--- src/rtl/cordic_range_reduce.sv ---
// Range reduction for the CORDIC cosine unit: restoring modulo-2pi on |angle|, then a
// quadrant fold into [-pi/2, pi/2] with a negate flag. Define CORDIC_RRED_BYPASS_EN to skip REDUCE for small angles.
module cordic_range_reduce #(
  parameter int ANGLE_W = 32
) (
  input  logic                      clk,
  input  logic                      reset,
  input  logic                      in_valid,
  output logic                      in_ready,
  input  logic signed [ANGLE_W-1:0] in_angle,
  output logic                      out_valid,
  input  logic                      out_ready,
  output logic signed [21:0]        out_angle,
  output logic                      out_negate
);
  localparam int K  = ANGLE_W - 22;
  localparam int W  = ANGLE_W + 2;
  localparam int KW = (K > 1) ? $clog2(K) : 1;

  localparam logic signed [W-1:0] PI_S     = W'(3294199);
  localparam logic signed [W-1:0] TWO_PI_S = W'(6588398);
  localparam logic signed [W-1:0] PI2_S    = W'(1647099);
  localparam logic        [W-1:0] TWO_PI_U = W'(6588398);

  typedef enum logic [1:0] {IDLE, REDUCE, FOLD, DONE} state_t;
  state_t state, state_nxt;

  logic                 s;
  logic [W-1:0]         mag;
  logic [KW-1:0]        k;
  logic signed [W-1:0]  in_ext, in_abs;
  logic [W-1:0]         sub;
  logic                 bypass;
  logic signed [W-1:0]  rem0, rem1, fold_angle;
  logic                 fold_neg;
  logic                 fold_unused;

  // Two extra bits keep |-2^(ANGLE_W-1)| exact and leave room for the signed fold.
  assign in_ext = {{2{in_angle[ANGLE_W-1]}}, in_angle};
  assign in_abs = in_angle[ANGLE_W-1] ? -in_ext : in_ext;
  assign sub    = TWO_PI_U << k;

`ifdef CORDIC_RRED_BYPASS_EN
  assign bypass = (in_ext >= -PI2_S) && (in_ext <= PI2_S);
`else
  assign bypass = 1'b0;
`endif

  assign in_ready  = (state == IDLE);
  assign out_valid = (state == DONE);

  always_comb begin
    rem0 = s ? -$signed(mag) : $signed(mag);
    rem1 = rem0;
    if (rem0 > PI_S)       rem1 = rem0 - TWO_PI_S;
    else if (rem0 < -PI_S) rem1 = rem0 + TWO_PI_S;
    fold_angle = rem1;
    fold_neg   = 1'b0;
    if (rem1 > PI2_S) begin
      fold_angle = PI_S - rem1;
      fold_neg   = 1'b1;
    end else if (rem1 < -PI2_S) begin
      fold_angle = -PI_S - rem1;
      fold_neg   = 1'b1;
    end
  end

  // The fold result always fits in 22 bits; the upper bits are sign copies.
  assign fold_unused = ^fold_angle[W-1:22];

  always_comb begin
    state_nxt = state;
    case (state)
      IDLE:    if (in_valid) state_nxt = bypass ? FOLD : REDUCE;
      REDUCE:  if (k == '0) state_nxt = FOLD;
      FOLD:    state_nxt = DONE;
      DONE:    if (out_ready) state_nxt = IDLE;
      default: state_nxt = IDLE;
    endcase
  end

  always_ff @(posedge clk) begin
    if (reset) state <= IDLE;
    else       state <= state_nxt;
  end

  always_ff @(posedge clk) begin
    if (reset) begin
      s          <= 1'b0;
      mag        <= '0;
      k          <= '0;
      out_angle  <= '0;
      out_negate <= 1'b0;
    end else begin
      case (state)
        IDLE: if (in_valid) begin
          s   <= in_angle[ANGLE_W-1];
          mag <= in_abs;
          k   <= KW'(K - 1);
        end
        REDUCE: begin
          if (mag >= sub) mag <= mag - sub;
          k <= k - 1'b1;
        end
        FOLD: begin
          out_angle  <= fold_angle[21:0];
          out_negate <= fold_neg;
        end
        default: ;
      endcase
    end
  end
endmodule
--- config.mk ---
export PLATFORM = sky130hd
export DESIGN_NAME = cordic_range_reduce
export DESIGN_NICKNAME = d
export VERILOG_FILES = /design/src/rtl/cordic_range_reduce.sv
export SDC_FILE = /design/constraint.sdc
export NUM_CORES = 1
export LEC_CHECK = 0
export ABC_CLOCK_PERIOD_IN_PS = 6800
export CAP_MARGIN = 30
export CORE_ASPECT_RATIO = 0.7
export CORE_MARGIN = 5
export CORE_UTILIZATION = 62
export CTS_CLUSTER_SIZE = 16
export DETAILED_ROUTE_END_ITERATION = 7
export PLACE_DENSITY = 0.83
export SETUP_SLACK_MARGIN = 0.05
export SYNTH_ARGS = -nofsm -noshare
export SYNTH_HDL_FRONTEND = slang
export SYNTH_SLANG_ARGS = --single-unit
--- constraint.sdc ---
create_clock -name clk -period 6.8 [get_ports clk]
set_input_delay 1.36 -clock clk [delete_from_list [all_inputs] [get_ports clk]]
set_output_delay 1.36 -clock clk [all_outputs]
set_load 0.01 [all_outputs]
==> results by group <==
Run status
  – Outcome: completed

Synth
  – Synth Area in Adders: 6.61%
  – Syn avg cell area: 7.13 sq um
  – Compound-gate portion of the synthesized area: 31.8%
  – Top_reg_cell synth: dfxtp_1
  – Net count after synthesis: 1469
  – Post-Synth XOR/XNOR Area: 12.7%
  – Mux contribution to synthesized area: 2.58%
  – Seq/Total Area, Yosys: 13.0%
  – Cell variety after synth: 98
  – YS warnings: 0
  – Syn Inst Count: 1381
  – Post-synth EDFFs: 0
  – Main combinational cell family by area after synthesis: compound AO/OA/AOI/OAI gates
  – Synth Area in Simple Gates: 27.4%
  – Synth async-reset ratio: 0%
  – Synth Cell Area: 0.00984 sq mm
  – Register bit total from synthesis: 64

Critical path
  – Reg-to-Reg End: out_angle[4]$_SDFFE_PP0P_
  – Worst Setup SP: mag[0]$_SDFFE_PP0P_
  – Worst setup EP type: register
  – Worst reg2reg path depth: 18
  – Worst setup path end: out_angle[4]$_SDFFE_PP0P_
  – CP Max Fanout: 19
  – Worst Setup Path Type: reg -> reg
  – Worst path arrival time: 6560 ps
  – CP required: 7050 ps
  – Reg2reg start: mag[0]$_SDFFE_PP0P_
  – Startpoint types: register
  – Flop2flop setup slack: 490 ps

Routing
  – DRT iter0 DRCs: 1643
  – DRC viols: 0
  – Detailed Route WL: 31600 microns
  – Vias/cell: 6.86
  – Wire length per cell: 19.7 microns
  – Routed vias: 11000
  – DRT Pass-1 Iters: 7
  – DRT antenna net count: 0

Floorplanning
  – Ports: 61
  – Die X-Extent: 161 microns
  – Die area: 0.0185 sq mm
  – Starting density of the core: 63.3%
  – Total core area: 0.0155 sq mm
  – Die Ht: 115 microns
  – Row count: 38

Global routing
  – Vias in the first global route: 9781
  – Global-route wire length before repair: 50800 microns
  – Gr ovfl total: 0
  – GRT Util Overall: 33.0%
  – Initial antenna violation count: 0
  – Largest net degree at the start of global routing: 67

Min path
  – Hold Path Class: reg -> reg
  – Worst Hold Launch: out_angle[18]$_SDFFE_PP0P_
  – Worst Hold Depth: 2

STA
  – Worst slew margin: 40.3%
  – Worst Tran Pin Value: 889 ps
  – Sum Neg Setup Slack: 0 ps
  – Final setup viols: 0
  – Max Slew Vio Count: 0
  – RSZ-0062 raised after global routing: true
  – Final WS setup: 491 ps
  – Final Hold Vio Count: 0
  – Worst Skew: 11.4 ps
  – Final min period: 6310 ps
  – Tcrit/Tclk final: 92.8%
  – Fmax: 159 MHz

Final layout
  – Commonest non-fill, non-tap cell in the layout: nor2_1
  – Commonest non-fill, non-tap cells in the layout: nor2_1, nand2_1, o21ai_0
  – Layout Nets: 1486
  – P&R area growth vs syn: 11.1%
  – ANT cells: 0
  – Share of cells above drive strength 1: 9.76%

Placed design
  – Detailed placer's ending HPWL: 23700 microns
  – Port buffer count: 60
  – Pre-CTS setup slack: 479 ps
  – RePlAce Congestion: 1.01

CTS
  – CTS Sinks: 64
  – Max H-tree Level: 3
  – CTS Buf Count: 9
  – Clk slew on worst S/H paths: 70 ps
  – Clock buffer depth: 2
  – Skew-Pair Late Insertion Delay: 360 ps
  – Root buf cell: clkbuf_16
  – CTS tree: yes

Job
  – Max Cap Viol: 0
Yosys cell counts (13+ instances only):
cell type  instances  area share [%]
a211oi_1          43             3.3
nor2_1           151             5.8
a21o_1            18             1.4
nand3_1           40             2.0
nor4_1            22             1.4
or2_2             14            0.89
nand4_1           21             1.3
a31oi_1           15            0.95
nor3_1            37             1.9
dfxtp_1           64              13
inv_1             39             1.5
o21a_1            13            0.99
o21ai_0           92             4.7
or4_1             19             1.4
mux2i_1           22             2.2
xor2_1            53             4.7
o31ai_1           29             2.2
ha_1              52             6.6
nand2b_1          29             1.8
nand2_1          104             4.0
a21oi_1           86             4.4
a32oi_1           14             1.2
clkbuf_1          69             2.6
xnor2_1           80             7.1
or3_1             16             1.0
routing by layer:
metal / vias to the layer above / share of wire, % / track usage [%]
met4: 0 / 1.6 / 6.93
met5: - / 0 / 0
li1: 5186 / - / -
met1: 5061 / 46 / 50.6
met3: 67 / 13 / 8.50
met2: 688 / 39 / 46.2
worst max-delay path: stages, from the launching register on:
cell	delay [ps]
dfxtp_1	380
inv_1	190
ha_1	310
or3b_2	640
nor4_4	340
a41oi_1	220
xnor2_1	400
o2111ai_1	270
or4b_4	650
o21ai_4	440
nor4_1	180
or3_4	400
a22oi_2	190
nand4_1	160
o31ai_4	470
nand2_4	260
a32oi_1	290
nor3b_1	80
a2111oi_0	310
registers in the layout (all words and copies together), names as in the netlist:
signal and count:
k 4, mag 34, out_angle 22, out_negate 1, s 1, state 2
logic make-up (layout without fill, tap and decap cells):
| logic type | count (synthesis) | count (layout) |
|---|---|---|
| adder cells (fa/ha/maj) | 52 | 52 |
| AO/OA/AOI/OAI | 444 | 444 |
| XOR/XNOR | 138 | 138 |
| AND/OR/NAND/NOR | 522 | 522 |
| multiplexers | 25 | 25 |
| flip-flops | 64 | 64 |
| buffers and inverters | 136 | 158 |
worst min-delay path by stage:
stage                     slack (ps)                    endpoint
after floorplan                  480        mag[32]$_SDFFE_PP0P_
after global placement           470  out_angle[19]$_SDFFE_PP0P_
after detailed placement         480  out_angle[18]$_SDFFE_PP0P_
after CTS                        490  out_angle[18]$_SDFFE_PP0P_
after global routing             510  out_angle[15]$_SDFFE_PP0P_
final                            490  out_angle[18]$_SDFFE_PP0P_
through the flow:
stage	utilization, %	hold slack, ps	cell area, sq um	std cells
finish	70.3	488	10900	1603
global route	70.3	512	10900	1603
CTS	69.7	489	10800	1596
detailed placement	67.7	481	10500	1580
global placement	67.7	474	10500	1579
floorplan	-	483	9840	1381
cell type report:
| class | count | area, sq um |
|---|---|---|
| clock buffer | 9 | 225 |
| clock inverter | 7 | 77.6 |
| fill | 1326 | 4610 |
| inverter | 41 | 154 |
| multi-input combinational | 1181 | 8040 |
| sequential | 64 | 1280 |
| tap | 200 | 250 |
| timing repair buffer | 101 | 908 |
repair_timing:
| action | in CTS | in global routing |
|---|---|---|
| hold buffers | 0 | 0 |
| resized for setup | 0 | 7 |
| endpoints found under the setup margin | 0 | 23 |
| buffers inserted | 0 | 6 |
Power is left out: the tool's default activity adds up to more than one toggle a clock period on the data nets, which glitch-free logic cannot reach.
